**src/rtl/pipe_hazard_ctrl.sv**
```systemverilog
// pipe_hazard_ctrl: load-use / mul-div hazard stalls, exception flush and refill sequencing
module pipe_hazard_ctrl (
  input  logic        CLK,
  input  logic        reset,
  input  logic [4:0]  D_rs,
  input  logic [4:0]  D_rt,
  input  logic        D_use_rs,
  input  logic        D_use_rt,
  input  logic [4:0]  E_A3,
  input  logic        E_RegWrite,
  input  logic        E_MemtoReg,
  input  logic [4:0]  M_A3,
  input  logic        M_RegWrite,
  input  logic        M_MemtoReg,
  input  logic [1:0]  E_md_start,
  input  logic        D_is_md,
  input  logic        exc_req,
  output logic        stall_F,
  output logic        stall_D,
  output logic        flush_E,
  output logic        flush_all,
  output logic        md_busy,
  output logic [3:0]  md_cnt,
  output logic [15:0] stall_cycles
);
  typedef enum logic [1:0] {IDLE, MD_BUSY, REFILL} state_t;
  state_t state, state_nx;
  logic [3:0] cnt_nx;
  logic e_lu, m_lu, md_go, stall;
  assign e_lu = E_RegWrite & E_MemtoReg & (E_A3 != 5'd0) &
                ((D_use_rs & (D_rs == E_A3)) | (D_use_rt & (D_rt == E_A3)));
  assign m_lu = M_RegWrite & M_MemtoReg & (M_A3 != 5'd0) &
                ((D_use_rs & (D_rs == M_A3)) | (D_use_rt & (D_rt == M_A3)));
  // 2'b11 decodes as no operation
  assign md_go = E_md_start[0] ^ E_md_start[1];
  assign flush_all = exc_req;
  assign stall = (e_lu | m_lu | (D_is_md & (md_busy | md_go))) & ~flush_all & (state != REFILL);
  assign stall_F = stall;
  assign stall_D = stall;
  assign flush_E = stall;
  always_comb begin
    cnt_nx = (state == IDLE && md_go && !exc_req) ? (E_md_start[1] ? 4'd10 : 4'd5)
                                                  : md_cnt - {3'b0, md_cnt != 4'd0};
    state_nx = exc_req ? REFILL : (cnt_nx != 4'd0 ? MD_BUSY : IDLE);
  end
  always_ff @(posedge CLK) begin
    if (reset) begin
      state        <= IDLE;
      md_cnt       <= 4'd0;
      md_busy      <= 1'b0;
      stall_cycles <= 16'd0;
    end else begin
      state        <= state_nx;
      md_cnt       <= cnt_nx;
      md_busy      <= cnt_nx != 4'd0;
      stall_cycles <= stall_cycles + {15'd0, stall & ~&stall_cycles};
    end
  end
endmodule

```
**config.mk**
```make
export PLATFORM = sky130hd
export DESIGN_NAME = pipe_hazard_ctrl
export DESIGN_NICKNAME = d
export VERILOG_FILES = /design/src/rtl/pipe_hazard_ctrl.sv
export SDC_FILE = /design/constraint.sdc
export NUM_CORES = 1
export LEC_CHECK = 0
export ABC_AREA = 0
export BUFFER_PORTS_ARGS = -buffer_cell sky130_fd_sc_hd__buf_2
export CAP_MARGIN = 20
export CORE_MARGIN = 1
export CORE_UTILIZATION = 40
export DETAILED_ROUTE_END_ITERATION = 8
export MAX_ROUTING_LAYER = met4
export PLACE_DENSITY = 0.69
export REMOVE_ABC_BUFFERS = 1
export SLEW_MARGIN = 0
export SYNTH_ARGS = -nofsm -noshare
export SYNTH_HDL_FRONTEND = slang
export SYNTH_SLANG_ARGS = --single-unit
```
**constraint.sdc**
```tcl
create_clock -name CLK -period 2.8 [get_ports CLK]
set_input_delay 0.28 -clock CLK [delete_from_list [all_inputs] [get_ports CLK]]
set_output_delay 0.28 -clock CLK [all_outputs]
set_load 0.01 [all_outputs]
```
==> tab_implementation.tex <==
\begin{tabular}{lr}
\hline
Metric & Value \\
\hline
\multicolumn{2}{l}{\textbf{Timing}} \\
\quad Clock period minus worst slack & 2.510 ns \\
\quad Crit share post-route & 89.64\% \\
\quad Transition time at the pin with the least slew margin & 0.3971 ns \\
\quad \# setup viols final & 0 \\
\quad Max\_slew headroom & 73.53\% \\
\quad Min Hold Slack & 0.2079 ns \\
\quad Unrepaired setup endpoints after global routing & false \\
\quad Least setup slack across all paths after layout & 0.2901 ns \\
\quad Pins over their slew limit & 0 \\
\quad Fmax & 398.4 MHz \\
\quad Hold Fails Final Rpt & 0 \\
\quad Total negative slack & 0 ns \\
\quad Clk\_skew & 0.001210 ns \\
\multicolumn{2}{l}{\textbf{Clocking}} \\
\quad Number of hold-repair buffers added at the cts stage & 0 \\
\quad Clock buffers created by TritonCTS & 3 \\
\quad Clock slew at reported path FFs & 0.12 ns \\
\quad Buffers from clock root to sink, at most & 2 \\
\quad Clk sink count & 23 \\
\quad Post-CTS setup-driven buffer insertion count & 0 \\
\quad \# resized after CTS & 0 \\
\quad Clock network latency to the later pin of the worst-skew pair & 0.30 ns \\
\quad Clock root buffer master & sky130\_fd\_sc\_hd\_\_clkbuf\_4 \\
\quad TritonCTS clock tree & yes \\
\quad CTS H-tree depth & 1 \\
\multicolumn{2}{l}{\textbf{Global route}} \\
\quad Remaining Overflow, GRT & 0 \\
\quad Number of global-route vias before repair & 1139 \\
\quad Largest net degree at the start of global routing & 23 \\
\quad Antenna violations before repair & 0 \\
\quad Total global-route track usage & 18.20\% \\
\quad Global-route wire length before repair & 4843 um \\
\multicolumn{2}{l}{\textbf{Synth}} \\
\quad Synthesized cell area & 0.001366 mm2 \\
\quad Unique masters post-synth & 36 \\
\quad Proportion of synthesized chip area in sequential cells & 33.70\% \\
\quad Cell types with the largest area share after synthesis & sky130\_fd\_sc\_hd\_\_dfxtp\_1, sky130\_fd\_sc\_hd\_\_xor2\_1, sky130\_fd\_sc\_hd\_\_xnor2\_1 \\
\quad Syn avg cell area & 8.758 um2 \\
\quad Area share of the leading cell type in the synthesized netlist & 33.70\% \\
\quad Most used flip-flop cell after synthesis & sky130\_fd\_sc\_hd\_\_dfxtp\_1 \\
\quad Post-synthesis instance total & 156 \\
\quad Number of flip-flops and latches in the synthesized netlist & 23 \\
\quad Proportion of synthesized flip-flops having asynchronous set or reset & 0\% \\
\quad Post-synthesis cell type with the largest combined area & sky130\_fd\_sc\_hd\_\_dfxtp\_1 \\
\quad Number of enable flip-flop cells after synthesis & 0 \\
\quad Number of warnings issued by yosys & 0 \\
\multicolumn{2}{l}{\textbf{Pwr}} \\
\quad Cell internal pwr & 594.4 uW \\
\quad Clk network pwr share & 16.3\% \\
\quad Leakage power & 0.7747 nW \\
\quad Sw frac & 36.20\% \\
\quad Comb power frac & 41.0\% \\
\quad Peak ir drop on the vdd network & 0.2770 mV \\
\quad Portion of total power attributed to sequential cells & 42.6\% \\
\quad PD cells & 547.5 mW/mm2 \\
\quad Switching power & 337.2 uW \\
\multicolumn{2}{l}{\textbf{Drt}} \\
\quad Router iterations before antenna repair & 4 \\
\quad Via count of the routed design & 1240 \\
\quad Routed length per instance & 11.92 um \\
\quad Number of nets with antenna violations after routing & 0 \\
\quad Via count normalized by instance count & 4.863 \\
\quad DRC errors left & 0 \\
\quad WL final & 3040 um \\
\quad Detailed Route Iter0 Violations & 30 \\
\multicolumn{2}{l}{\textbf{Cells and area}} \\
\quad Diode count & 0 \\
\quad Layout cells sized above 1 & 31.75\% \\
\quad Area growth syn-to-layout & 24.54\% \\
\quad Commonest non-fill, non-tap cells in the layout & sky130\_fd\_sc\_hd\_\_buf\_2, sky130\_fd\_sc\_hd\_\_xor2\_1, sky130\_fd\_sc\_hd\_\_dfxtp\_1, sky130\_fd\_sc\_hd\_\_nor2\_1, sky130\_fd\_sc\_hd\_\_nand2\_1 \\
\quad Register cell area after layout & 460.4 um2 \\
\quad Filler Cells Inserted & 319 \\
\quad Number of standard cells in the layout, taps in and fillers out & 255 \\
\quad Post-Route Utilization & 53.97\% \\
\quad Footprint of the multi-input gates & 859.6 um2 \\
\quad Leading cell type in the layout, fill and taps excluded & sky130\_fd\_sc\_hd\_\_buf\_2 \\
\quad Nets@finish & 248 \\
\multicolumn{2}{l}{\textbf{Floorplanning}} \\
\quad Initial cell density of the core & 43.33\% \\
\quad Y dimension of the die & 60.45 um \\
\quad Horizontal die dimension & 60.45 um \\
\quad Die ar. & 0.003654 mm2 \\
\quad Num rows & 20 \\
\quad Number of top-level pins & 57 \\
\quad Core footprint & 0.003153 mm2 \\
\multicolumn{2}{l}{\textbf{Setup path}} \\
\quad Startpoint types & register \\
\quad Worst endpoint required time & 2.99 ns \\
\quad CP endpoint kind & register \\
\quad Maximum net fanout on the critical path & 4 \\
\quad Classification of the worst setup path & register to register \\
\quad Critical Path AT & 2.70 ns \\
\multicolumn{2}{l}{\textbf{Placed design}} \\
\quad DP HPWL & 2421 um \\
\quad Placed Cells incl. Taps & 251 \\
\quad Pre-CTS worst setup slack & 0.04688 ns \\
\quad Count of buffers from port buffering & 56 \\
\quad Routability-driven placement congestion ratio & 0.7574 \\
\multicolumn{2}{l}{\textbf{Outcome}} \\
\quad Result of the run & finished, final reports clean \\
\multicolumn{2}{l}{\textbf{Hold path}} \\
\quad Min-Delay Path Class & input port to register \\
\multicolumn{2}{l}{\textbf{Job}} \\
\quad Number of max-capacitance violations reported & 0 \\
\hline
\end{tabular}
==> state kept, by name, indices dropped and copies added (netlist names) <==
name and cells:
md_cnt 4, stall_cycles 16, state 2, md_busy 1
==> critical path: stages, from the launching register on <==
cell	delay (ns)
sky130_fd_sc_hd__dfxtp_1	0.39
sky130_fd_sc_hd__inv_1	0.06
sky130_fd_sc_hd__a21oi_2	0.20
sky130_fd_sc_hd__o2111ai_1	0.17
sky130_fd_sc_hd__o21a_1	0.21
sky130_fd_sc_hd__a21boi_1	0.12
sky130_fd_sc_hd__ha_1	0.21
sky130_fd_sc_hd__ha_1	0.22
sky130_fd_sc_hd__clkinvlp_2	0.12
sky130_fd_sc_hd__nor3_2	0.29
sky130_fd_sc_hd__and4_1	0.25
sky130_fd_sc_hd__xnor2_1	0.12
sky130_fd_sc_hd__nor2_1	0.05
==> synthesized netlist by cell type (3+ instances only) <==
| master | n |
|---|---|
| sky130_fd_sc_hd__nand3_1 | 7 |
| sky130_fd_sc_hd__nor2_1 | 18 |
| sky130_fd_sc_hd__ha_1 | 4 |
| sky130_fd_sc_hd__nand2_1 | 11 |
| sky130_fd_sc_hd__nor2b_1 | 4 |
| sky130_fd_sc_hd__inv_1 | 4 |
| sky130_fd_sc_hd__buf_4 | 3 |
| sky130_fd_sc_hd__dfxtp_1 | 23 |
| sky130_fd_sc_hd__nor4_1 | 5 |
| sky130_fd_sc_hd__a21oi_1 | 5 |
| sky130_fd_sc_hd__xor2_1 | 27 |
| sky130_fd_sc_hd__xnor2_1 | 9 |
==> worst paths after layout <==
kind	cells past startpoint	endpoint	from	slack (ns)
setup / recovery	12	stall_cycles[10]	state[0]	0.29
hold / removal	2	state[0]	exc_req	0.21
setup reg to reg	12	stall_cycles[10]	state[0]	0.29
hold reg to reg	2	stall_cycles[5]	stall_cycles[5]	0.53
==> cell families after synthesis <==
logic type,synth area share (%)
buf+inv,3.662
fa+ha+maj,3.663
simple gates,26.01
compound gates,9.891
flops,33.70
xor+xnor,23.08
==> routing by layer <==
metal  global-route usage (%)  share of wire (%)  up-vias
li1                         -                  -      648
met1                    22.44                 48      552
met2                    31.08                 46       38
met3                    1.919                5.2        2
met4                    5.844               0.69        0
met5                        -                  0        -
==> power groups by stage <==
stage                     Combinational [mW]  Clock (mW)  Sequential [mW]
after floorplan                        0.244           0            0.416
after global placement                 0.374           0            0.405
after detailed placement               0.377           0            0.405
after CTS                              0.381       0.157            0.398
after global routing                   0.428       0.170            0.406
final                                  0.382       0.152            0.397
==> metrics by stage <==
stage | power (mW) | cell area, um2
2_1_floorplan | 0.6605 | 1336
3_3_place_gp | 0.7786 | 1672
3_5_place_dp | 0.7824 | 1672
4_1_cts | 0.9349 | 1698
5_1_grt | 1.004 | 1702
6_report | 0.9316 | 1702
==> area by class of cell <==
type                       count  share of cell area (%)
multi-input combinational    123                   50.51
sequential                    23                   27.06
timing repair buffer          56                   16.47
tap                           44                   3.235
clock buffer                   4                   1.544
inverter                       5                   1.176
Power figures use the tool's default switching activity.
